==> src/rtl/imem_prefetch.sv <==
// Sequential instruction prefetcher: streams word addresses to ROM port A, buffers returns in a FIFO.
// Optional IMEM_PREFETCH_BYPASS_EN forwards the ROM word straight to the core when the FIFO is empty.
module imem_prefetch #(
  parameter int unsigned DEPTH    = 4,
  parameter logic [31:0] RESET_PC = 32'h0000_0000
) (
  input  logic        clk,
  input  logic        reset,
  input  logic        redirect,
  input  logic [31:0] redirect_addr,
  input  logic        fetch_ready,
  output logic        out_valid,
  output logic [31:0] out_instr,
  output logic [31:0] out_pc,
  output logic        rom_en,
  output logic        rom_flush,
  output logic [31:0] rom_addr,
  input  logic [31:0] rom_rd
);

  localparam int unsigned CW = $clog2(DEPTH + 1);
  localparam int unsigned PW = $clog2(DEPTH);
  localparam logic [CW:0]   DEPTH_W  = (CW + 1)'(DEPTH);
  localparam logic [PW-1:0] LAST_PTR = PW'(DEPTH - 1);

  logic [31:0]   fetch_pc_q, fetch_pc_d;
  logic          inflight_q, inflight_d;
  logic [31:0]   inflight_pc_q, inflight_pc_d;
  logic [CW-1:0] count_q, count_d;
  logic [PW-1:0] rd_ptr_q, rd_ptr_d;
  logic [PW-1:0] wr_ptr_q, wr_ptr_d;
  logic [31:0]   pc_mem_q [DEPTH];
  logic [31:0]   pc_mem_d [DEPTH];
  logic [31:0]   instr_mem_q [DEPTH];
  logic [31:0]   instr_mem_d [DEPTH];

  logic [CW:0]   occupancy;
  logic          fifo_empty;
  logic          bypass_hit;
  logic          pop;
  logic          fifo_pop;
  logic          push;

  function automatic logic [PW-1:0] next_ptr(input logic [PW-1:0] p);
    return (p == LAST_PTR) ? '0 : p + 1'b1;
  endfunction

  always_comb begin
    // Credit counts the word already in flight so a response always finds room.
    occupancy  = {1'b0, count_q} + {{CW{1'b0}}, inflight_q};
    rom_flush  = reset | redirect;
    rom_en     = !rom_flush && (occupancy < DEPTH_W);
    rom_addr   = fetch_pc_q;
    fifo_empty = (count_q == '0);
`ifdef IMEM_PREFETCH_BYPASS_EN
    bypass_hit = fifo_empty && inflight_q;
`else
    bypass_hit = 1'b0;
`endif
    out_valid = !rom_flush && (!fifo_empty || bypass_hit);
    out_instr = bypass_hit ? rom_rd : instr_mem_q[rd_ptr_q];
    out_pc    = bypass_hit ? inflight_pc_q : pc_mem_q[rd_ptr_q];
    pop       = out_valid && fetch_ready;
    fifo_pop  = pop && !bypass_hit;
    push      = inflight_q && !(bypass_hit && pop);
  end

  always_comb begin
    fetch_pc_d    = fetch_pc_q;
    inflight_d    = rom_en;
    inflight_pc_d = inflight_pc_q;
    if (rom_en) begin
      fetch_pc_d    = fetch_pc_q + 32'd4;
      inflight_pc_d = fetch_pc_q;
    end
    rd_ptr_d    = fifo_pop ? next_ptr(rd_ptr_q) : rd_ptr_q;
    wr_ptr_d    = push ? next_ptr(wr_ptr_q) : wr_ptr_q;
    count_d     = count_q + {{(CW-1){1'b0}}, push} - {{(CW-1){1'b0}}, fifo_pop};
    pc_mem_d    = pc_mem_q;
    instr_mem_d = instr_mem_q;
    if (push) begin
      pc_mem_d[wr_ptr_q]    = inflight_pc_q;
      instr_mem_d[wr_ptr_q] = rom_rd;
    end
  end

  always_ff @(posedge clk) begin
    if (reset) begin
      fetch_pc_q <= RESET_PC;
      inflight_q <= 1'b0;
      count_q    <= '0;
      rd_ptr_q   <= '0;
      wr_ptr_q   <= '0;
    end else if (redirect) begin
      fetch_pc_q <= {redirect_addr[31:2], 2'b00};
      inflight_q <= 1'b0;
      count_q    <= '0;
      rd_ptr_q   <= '0;
      wr_ptr_q   <= '0;
    end else begin
      fetch_pc_q <= fetch_pc_d;
      inflight_q <= inflight_d;
      count_q    <= count_d;
      rd_ptr_q   <= rd_ptr_d;
      wr_ptr_q   <= wr_ptr_d;
    end
  end

  // Payload storage needs no reset: count_q gates every read of it.
  always_ff @(posedge clk) begin
    inflight_pc_q <= inflight_pc_d;
    pc_mem_q      <= pc_mem_d;
    instr_mem_q   <= instr_mem_d;
  end

endmodule

==> config.mk <==
export PLATFORM = sky130hd
export DESIGN_NAME = imem_prefetch
export DESIGN_NICKNAME = d
export VERILOG_FILES = /design/src/rtl/imem_prefetch.sv
export SDC_FILE = /design/constraint.sdc
export NUM_CORES = 1
export LEC_CHECK = 0
export ABC_CLOCK_PERIOD_IN_PS = 10450
export CAP_MARGIN = 20
export CORE_MARGIN = 3
export CORE_UTILIZATION = 40
export DETAILED_ROUTE_END_ITERATION = 12
export PLACE_DENSITY = 0.57
export SKIP_LAST_GASP = 1
export SLEW_MARGIN = 20
export SYNTH_ARGS = -nofsm -noshare
export SYNTH_HDL_FRONTEND = slang
export SYNTH_SLANG_ARGS = --single-unit
==> constraint.sdc <==
create_clock -name clk -period 10.45 [get_ports clk]
set_input_delay 3.135 -clock clk [delete_from_list [all_inputs] [get_ports clk]]
set_output_delay 3.135 -clock clk [all_outputs]
set_load 0.02 [all_outputs]
# Word-level counts from Yosys, hierarchy flattened
# Cells that the tools add are included.
# totals
elab_cells	53
output_inout_bits	99
inputBits	68
register_bits	328
# op_classes
bitwise_logic	3
n_reduce_logical	9
n_eq_ne	2
n_addsub	6
n_lt_le_gt_ge	4
mux	14
# ops
operator	count
bitwise mux 128 bit	2
two-way mux 32 bit	7
binary-select mux 32 bit (select 2 bit)	2
demux 32 bit (select 2 bit)	1
adder 32 x 3 -> 32 bit (second input constant)	1
greater-or-equal comparator 3 bit (second input constant)	2
inverter 2 -> 3 bit	2
adder 2 x 1 -> 2 bit (second input constant)	2
adder 3 x 1 -> 4 bit	1
equality test 2 bit (second input constant)	2
logical AND 1 bit	4
< comparator 4 x 3 -> 1 bit (second input constant)	1
two-way mux 2 bit	2
adder 3 x 1 -> 3 bit	1
zero test 3 bit	1
< comparator 3 x 1 -> 1 bit (second input constant)	1
subtractor 3 x 1 -> 3 bit	1
zero test 1 bit	2
nonzero test 2 bit	1
OR reduction 2 bit	1
OR 1 bit	1

# Longest topological paths before layout
# Gate-level depths: netlist (run 1).
# depth
word_depth	6
mapped_depth	13
depth_no_buf	12

# Least setup slack after synthesis (run 1)
# OpenSTA, ideal clock, no wires.
# synth_path
path_type	in2out
start	input redirect
end	output rom_en
setup_slack_ps	1895
stages	5
n_path_buf	2
arrival_ps	5420
path_cell_list	clkbuf_1 -> nor2_1 -> inv_1 -> clkbuf_1 -> nor2_1
# synth_between
elab_chain_len	3
# synth_rtl
item	line_no	source
start, declared	9	input logic redirect,
OR 1 bit	51	rom_flush = reset | redirect;
net rom_flush	16	output logic rom_flush,
zero test 1 bit	52	rom_en = !rom_flush && (occupancy < DEPTH_W);
logical AND 1 bit	52	
end, declared	15	output logic rom_en,
# The timed path passes the listed nets, and every way through them passes these cells.

# Final worst setup path (run 1)
# layout_path
start	input redirect
end	output out_valid
# layout_between
elab_chain_len	3
# layout_rtl
item	line_no	source
OR 1 bit	51	
zero test 1 bit	60	out_valid = !rom_flush && (!fifo_empty || bypass_hit);
logical AND 1 bit	60	
end, declared	12	output logic out_valid,
# Every way passes these cells.

==> run metrics, run 1 <==
GRT Resource Usage Total 15.4%; Mapped Area 12000 sq um; I/O pin count 167; Resized Gates After CTS 0; setup TNS 0 ps; Critical Path End Type output pin; crit path max fanout 11; Max Cap Violations 0; grt total ovfl 0; post-synthesis register bit count 316; Post-Route WL 24.3 mm; Placed Area 14000 sq um; CP max stage delay 690 ps; Residual DRC 0; Pleak 4.85 nW; RR Endpoint rom_addr[30]; multiplexer area fraction after synthesis 11.8%; die width 179 um; initial drt markers 357; number of synthesized flops with an enable pin 278; worst reg-to-reg path cell count 6; Slew headroom 31.3%; highest routed layer met4; WP buf/inv 3; vias in the first global route 6760; initial antenna violation count 0; Post-Syn Instances 618; via/cell ratio 5.26; worst hold endpoint pc_mem_q[112]; number of nets still failing antenna checks after routing 0; Port Buf Inserts 160; worst path arrival time 5270 ps; Ys Warns 0; DP HPWL 14.4 mm; Worst Hold Class reg -> reg; drt wl/cell 20.3 um; Tcrit/Tclk final 80.5%; FMAX 119 MHz; Hold Path Depth 0; Placer Congestion 0.798; multi-input logic area 2740 sq um; share of cells above drive strength 1 16.0%; Hold Startpoint inflight_pc_q[16]; Unique masters post-synth 49; flop-to-flop setup slack 7860 ps; met3 WL 1.73 mm; worst reg2reg path startpoint count_q[2]; power density over cell area 185 nW/um^2; CTS buffer count 34; Initial DRT Pass Iterations 5; Max clock buf depth 3; ys async rst share 0%; Worst setup SP type input port; Seq. cell area 9120 sq um; postcts setup bufs 0; hold slack 492 ps; design area 15200 sq um; Max Slew Vio Count 0; die area 32200 sq um; Fillers 2407; Core ar. 29200 sq um; P&R area growth vs syn 26.1%; worst skew pair latency 500 ps; Worst Clk Skew 15.7 ps; maximum vdd drop 0.0000857 V; CTS tree done; first-pass GRT wire length 38.0 mm; XOR/XNOR Fraction of Synth Area 1.38%; total power 0.00280 W; family with the most delay on the worst path buffers and inverters; Worst EP required 7320 ps; H-tree levels 2; clock sink total 316; Tightest Pin Transition 1030 ps; top_reg_cell synth edfxtp_1; Simple-Gate Fraction of Synth Area 5.53%; RSZ-0062 raised after global routing no; nets 866; critical path's slowest cell clkdlybuf4s50_1; Root Buffer clkbuf_16; crit-path cells clkdlybuf4s50_1 > nor2_1 > inv_1 > nor2_1 > clkdlybuf4s50_1; outcome finished clean; Vert. Die Dim 179 um; Starting Density 41.2%; Final Critical Period 8410 ps; met1 WL 10.9 mm; diode count 0; sequential fraction of the synthesis area 75.8%; Syn Area/Cell 19.4 sq um; instance count on the critical path 5; final hold vios 0; # setup viols final 0; Crit Path Class in -> out; compound-cell area share of the yosys netlist 2.74%; # hold bufs at CTS 0; Rows 62; Worst-path clk slew 60 ps; largest net degree at the start of global routing 65; Synth Area in Adders 1.10%; metal2 WL 11.3 mm; largest family of logic cells by synthesized area multiplexers; via count 6288
final cells by class:
cell class | instances | share of cell area [%]
flip-flops and latches | 316 | 60.1
multi-input cells | 261 | 18.1
repair buffers | 164 | 10.8
clock buffers | 47 | 6.49
well taps | 384 | 3.17
clock inverters | 13 | 1.10
inverters | 11 | 0.272
Yosys cell counts, drive strengths merged (11+ instances only):
cell | number | area share (%)
nand4 | 12 | 0.68
edfxtp | 278 | 69
buf | 14 | 0.66
inv | 11 | 0.34
mux4 | 62 | 12
xor2 | 15 | 1.1
nand2 | 23 | 0.74
a211oi | 13 | 0.81
clkbuf | 19 | 0.60
dfxtp | 38 | 6.3
nor2 | 34 | 1.1
report_power, final:
| part | switching (W) | internal (W) | total (W) |
|---|---|---|---|
| clock network | 0.000454 | 0.000756 | 0.00121 |
| registers | 0.0000261 | 0.00140 | 0.00143 |
| logic | 0.0000789 | 0.0000809 | 0.000160 |
sequential cells by signal, summed over array words and instances, names as in the netlist:
register	flops
instr_mem_q	128
inflight_q	1
wr_ptr_q	2
rd_ptr_q	2
count_q	3
rom_addr	30
inflight_pc_q	30
pc_mem_q	120
routing by layer:
layer	vias to the layer above	track usage, %
met1	3227	21.2
met2	194	24.6
met5	-	0
li1	2832	-
met3	35	4.30
met4	0	3.51
cells in the final DEF, fill, tap and decap left out, drive strengths merged, types with 3 or more instances in the layout:
master / synthesis / layout
nand2: 23 / 23
conb: 1 / 4
o31ai: 3 / 3
bufinv: 0 / 4
nor4: 4 / 4
edfxtp: 278 / 278
mux4: 62 / 62
and2: 9 / 9
o21ai: 9 / 9
xor2: 15 / 15
clkbuf: 19 / 47
nand3: 9 / 9
nor2b: 3 / 3
ha: 9 / 9
inv: 11 / 11
clkdlybuf4s50: 0 / 160
or3: 6 / 6
nor2: 34 / 34
a211oi: 13 / 13
buf: 14 / 4
a311oi: 9 / 9
and3: 5 / 5
dfxtp: 38 / 38
nand4: 12 / 12
nor3: 6 / 6
clkinv: 0 / 8
xnor2: 4 / 4
and4: 4 / 4
worst max-delay path by stage:
stage / start / end / slack, ps
after floorplan: redirect / rom_en / 1900
after global placement: redirect / out_valid / 2110
after detailed placement: redirect / out_valid / 2060
after CTS: redirect / out_valid / 2040
after global routing: redirect / out_valid / 1880
final: redirect / out_valid / 2040
through the flow:
stage | instances | utilization (%) | setup WS [ps]
6_report | 1196 | 52.0 | 2040
5_1_grt | 1196 | 52.0 | 1880
4_1_cts | 1196 | 52.0 | 2040
3_5_place_dp | 1136 | 48.0 | 2060
3_3_place_gp | 1136 | 48.0 | 2110
2_1_floorplan | 621 | - | 1900
kinds of logic (layout without fill, tap and decap cells):
| group | after synthesis | count (layout) |
|---|---|---|
| flops | 316 | 316 |
| compound gates | 43 | 43 |
| mux | 64 | 64 |
| other cells | 1 | 4 |
| buf+inv | 44 | 235 |
| simple gates | 121 | 121 |
| xor+xnor | 19 | 19 |
| fa+ha+maj | 10 | 10 |
(Power assumes the default switching activity.)
==> run 2: changes to the inputs <==
--- a/config.mk
+++ b/config.mk
@@ -5,12 +5,12 @@
 export SDC_FILE = /design/constraint.sdc
 export NUM_CORES = 1
 export LEC_CHECK = 0
-export ABC_CLOCK_PERIOD_IN_PS = 10450
+export ABC_CLOCK_PERIOD_IN_PS = 7180
 export CAP_MARGIN = 20
 export CORE_MARGIN = 3
 export CORE_UTILIZATION = 40
 export DETAILED_ROUTE_END_ITERATION = 12
-export PLACE_DENSITY = 0.57
+export PLACE_DENSITY = 0.6
 export SKIP_LAST_GASP = 1
 export SLEW_MARGIN = 20
 export SYNTH_ARGS = -nofsm -noshare
==> constraint.sdc (replaced) <==
create_clock -name clk -period 7.18 [get_ports clk]
set_input_delay 2.154 -clock clk [delete_from_list [all_inputs] [get_ports clk]]
set_output_delay 2.154 -clock clk [all_outputs]
set_load 0.02 [all_outputs]
==> run metrics, run 2 (synthesis gave the netlist of run 1 again) <==
worst hold endpoint pc_mem_q[58]; crit path max fanout 11; Resized Gates After CTS 0; Critical Path End Type output pin; Final Critical Period 6510 ps; met1 Track Usage GR 20.6%; Slew headroom 31.2%; worst reg2reg path startpoint count_q[1]; number of nets still failing antenna checks after routing 0; initial antenna violation count 0; # setup viols final 0; clock network fraction of total power 40.8%; Tcrit/Tclk final 90.7%; leading cell types in the layout, fill and taps excluded edfxtp_1 (278), clkdlybuf4s50_1 (160), mux4_2 (62); via/cell ratio 5.22; H-tree levels 2; I/O pin count 167; Core ar. 29200 sq um; CTS tree done; Worst Clk Skew 21.0 ps; die area 32200 sq um; vias in the first global route 6663; Residual DRC 0; Vert. Die Dim 179 um; die width 179 um; drt wl/cell 20.1 um; final hold vios 0; Psw 0.000825 W; critical path's slowest cell clkdlybuf4s50_1; share of cells above drive strength 1 16.0%; GRT Resource Usage Total 15.1%; setup TNS 0 ps; Post-Route WL 24.0 mm; maximum vdd drop 0.000128 V; diode count 0; via count 6246; P_int 0.00309 W; Worst setup SP type input port; FMAX 154 MHz; CTS buffer count 34; Worst-path clk slew 60 ps; GR Util met3 3.79%; postcts setup bufs 0; Starting Density 41.2%; Tightest Pin Transition 1030 ps; first-pass GRT wire length 37.6 mm; most common cell after layout, fill and taps aside edfxtp_1; Pleak 4.81 nW; Max Cap Violations 0; P&R area growth vs syn 25.4%; Worst EP required 5030 ps; Crit Path Class in -> out; worst path arrival time 4360 ps; grt total ovfl 0; max reg flops 128; grt peak-use layer met2; Largest regs instr_mem_q: 128 flops, pc_mem_q: 120 flops; Rows 62; flop-to-flop setup slack 4670 ps; Max Slew Vio Count 0; clock sink total 316; Max clock buf depth 3; Sw Ratio 21.1%; share of power burned in registers 53.2%; nets 867; DP HPWL 14.3 mm; largest net degree at the start of global routing 65; Placer Congestion 0.803; Initial DRT Pass Iterations 4; Port Buf Inserts 160; Hold Path Depth 0; worst reg-to-reg path cell count 6; design area 15100 sq um; Placed Area 14000 sq um; Worst Hold Class reg -> reg; grt met2 use 24.6%; RR Endpoint rom_addr[30]; CP max stage delay 670 ps; worst skew pair latency 510 ps; register with the most flip-flops instr_mem_q; RSZ-0062 raised after global routing no; power density over cell area 260 nW/um^2; Root Buffer clkbuf_16; outcome finished clean; Hold Startpoint inflight_pc_q[26]; logic gate share of total power 6.0%; Fillers 2354; initial drt markers 362; # hold bufs at CTS 0; crit-path cells clkdlybuf4s50_1 > nor2_1 > inv_1 > nor2_1 > clkdlybuf4s50_1
## run 2: cell types whose count changed in the layout (fill, tap and decap cells not counted), sizes merged
cell      change
buf           +1
bufinv        -3
clkbuf        -6
clkinv        +6
clkinvlp      +1
inv           +2
## run 2: critical path, delay by kind of cell
kind | cells | cell delay [ps]
buf+inv | 3 | 1560
simple gates | 2 | 630
## run 2: area by class of cell
class	instances	area (sq um)	share of cell area, %
flip-flops and latches	316	9120	60.5
multi-input cells	261	2740	18.2
repair buffers	165	1650	11.0
clock buffers	41	897	5.96
well taps	384	480	3.19
clock inverters	19	134	0.889
inverters	11	41.3	0.274
## run 2: per-layer routing
| metal | vias to the layer above | share of wire, % |
|---|---|---|
| met5 | - | 0 |
| met2 | 204 | 48 |
| met1 | 3174 | 43 |
| met4 | 0 | 1.6 |
| met3 | 34 | 7.0 |
| li1 | 2834 | - |
## run 2: power groups by stage
stage                     Clock (W)  Combinational (W)  Sequential (W)
after floorplan                   0          0.0000998         0.00212
after global placement            0           0.000232         0.00212
after detailed placement          0           0.000235         0.00212
after CTS                   0.00164           0.000236         0.00209
after global routing        0.00172           0.000251         0.00209
final                       0.00160           0.000234         0.00208
## run 2: worst max path at each step
stage	startpoint	endpoint	slack (ps)
after detailed placement	redirect	out_valid	690
after floorplan	redirect	rom_en	590
final	redirect	out_valid	670
after global placement	redirect	out_valid	760
after global routing	redirect	out_valid	560
after CTS	redirect	out_valid	680
## run 2: metrics by stage
| stage | power [W] | worst slack [ps] | hold slack [ps] | cells | utilization (%) |
|---|---|---|---|---|---|
| after floorplan | 0.00222 | 587 | 459 | 621 | - |
| after CTS | 0.00396 | 685 | 493 | 1196 | 51.6 |
| after detailed placement | 0.00236 | 694 | 483 | 1136 | 48.0 |
| final | 0.00392 | 671 | 491 | 1197 | 51.6 |
| after global routing | 0.00406 | 561 | 511 | 1197 | 51.6 |
| after global placement | 0.00235 | 756 | 466 | 1136 | 48.0 |
==> run 3: changes to the inputs <==
--- a/config.mk
+++ b/config.mk
@@ -10,7 +10,7 @@
 export CORE_MARGIN = 3
 export CORE_UTILIZATION = 40
 export DETAILED_ROUTE_END_ITERATION = 12
-export PLACE_DENSITY = 0.6
+export PLACE_DENSITY = 0.74
 export SKIP_LAST_GASP = 1
 export SLEW_MARGIN = 20
 export SYNTH_ARGS = -nofsm -noshare
==> run metrics, run 3 (synthesis gave the netlist of run 1 again) <==
family with the most delay on the worst path buffers and inverters; CTS buffer count 35; Largest regs instr_mem_q: 128 flops, pc_mem_q: 120 flops; worst reg-to-reg path cell count 6; maximum vdd drop 0.000152 V; Residual DRC 0; crit-path cells clkdlybuf4s50_1 > buf_4 > nor2_1 > inv_1 > nor2_1 > clkdlybuf4s50_1; Port Buf Inserts 160; diode count 0; Worst-path clk slew 60 ps; Crit. Startpoint redirect; Max Cap Violations 0; Worst setup SP type input port; Resized Gates After CTS 0; Tightest Pin Transition 1000 ps; initial drt markers 326; Starting Density 41.2%; die width 179 um; nets 869; non-filler cells in the finished layout 1202; Hold Path Depth 0; first-pass GRT wire length 36.4 mm; Fillers 2352; P&R area growth vs syn 26.1%; final hold vios 0; worst setup margin 824 ps; worst path arrival time 4200 ps; critical path's slowest cell clkdlybuf4s50_1; share of cells above drive strength 1 16.4%; initial antenna violation count 0; instance count on the critical path 6; Worst Hold Class reg -> reg; grt peak-use layer met2; via count 6227; postcts setup bufs 0; DP Worst Slack 845 ps; largest net degree at the start of global routing 65; WP buf/inv 4; number of nets still failing antenna checks after routing 0; GR Util met3 3.09%; worst reg2reg path startpoint count_q[1]; H-tree levels 2; crit path max fanout 11; Initial DRT Pass Iterations 4; FMAX 157 MHz; via/cell ratio 5.18; CP max stage delay 670 ps; Pleak 4.86 nW; Worst Clk Skew 17.3 ps; grt met2 use 23.4%; DP HPWL 14.2 mm; Placer Congestion 0.771; Crit Path Class in -> out; max reg flops 128; CTS tree done; Tcrit/Tclk final 88.5%; Worst EP required 5030 ps; setup TNS 0 ps; Core ar. 29200 sq um; die area 32200 sq um; leading cell types in the layout, fill and taps excluded edfxtp_1 (278), clkdlybuf4s50_1 (160), mux4_2 (62); Max Slew Vio Count 0; Hold Startpoint inflight_pc_q[16]; clock sink total 316; worst skew pair latency 500 ps; Post-Route WL 23.6 mm; Placed Cells 1138; Final Critical Period 6360 ps; Vert. Die Dim 179 um; power density over cell area 267 nW/um^2; Max clock buf depth 3; Slew headroom 33.2%; # setup viols final 0; register with the most flip-flops instr_mem_q; # hold bufs at CTS 0; Critical Path End Type output pin; met1 Track Usage GR 20.8%; outcome finished clean; Rows 62; most common cell after layout, fill and taps aside edfxtp_1; RSZ-0062 raised after global routing no; grt total ovfl 0; vias in the first global route 6366; GRT Resource Usage Total 14.7%; Root Buffer clkbuf_16; drt wl/cell 19.6 um; I/O pin count 167
==> run 3: final timing paths <==
path | slack, ps | end
worst min-delay path | 500 | pc_mem_q[16]
worst max register to register | 4670 | rom_addr[30]
worst max-delay path | 820 | out_valid
worst min register to register | 500 | pc_mem_q[16]
==> run 3: cell type report <==
type / count / area [sq um] / area share, %
Sequential cell: 316 / 9120 / 60.2
Multi-Input combinational cell: 261 / 2740 / 18.1
Tap cell: 384 / 480 / 3.17
Clock inverter: 17 / 185 / 1.22
Clock buffer: 47 / 942 / 6.22
Timing Repair Buffer: 166 / 1650 / 10.9
Inverter: 11 / 41.3 / 0.272
==> run 3: report_power, final <==
| group | leakage (nW) | internal, W | switching, W |
|---|---|---|---|
| Sequential | 2.86 | 0.00204 | 0.0000372 |
| Clock | 0.548 | 0.00104 | 0.000684 |
| Combinational | 1.45 | 0.000118 | 0.000116 |
==> run 3: through the flow <==
step | utilization, % | area [sq um] | hold slack [ps] | total power, W
floorplan | - | 12000 | 459 | 0.00222
global placement | 48.1 | 14000 | 472 | 0.00235
detailed placement | 48.1 | 14000 | 489 | 0.00236
CTS | 52.0 | 15200 | 502 | 0.00410
global route | 52.0 | 15200 | 522 | 0.00419
finish | 52.0 | 15200 | 500 | 0.00404
==> run 3: layer usage <==
metal / share of wire [%] / routed length (um) / vias up
met2: 47 / 11100 / 187
met1: 45 / 10600 / 3149
li1: - / - / 2848
met4: 2.1 / 494 / 0
met3: 5.9 / 1380 / 43
met5: 0 / 0 / -
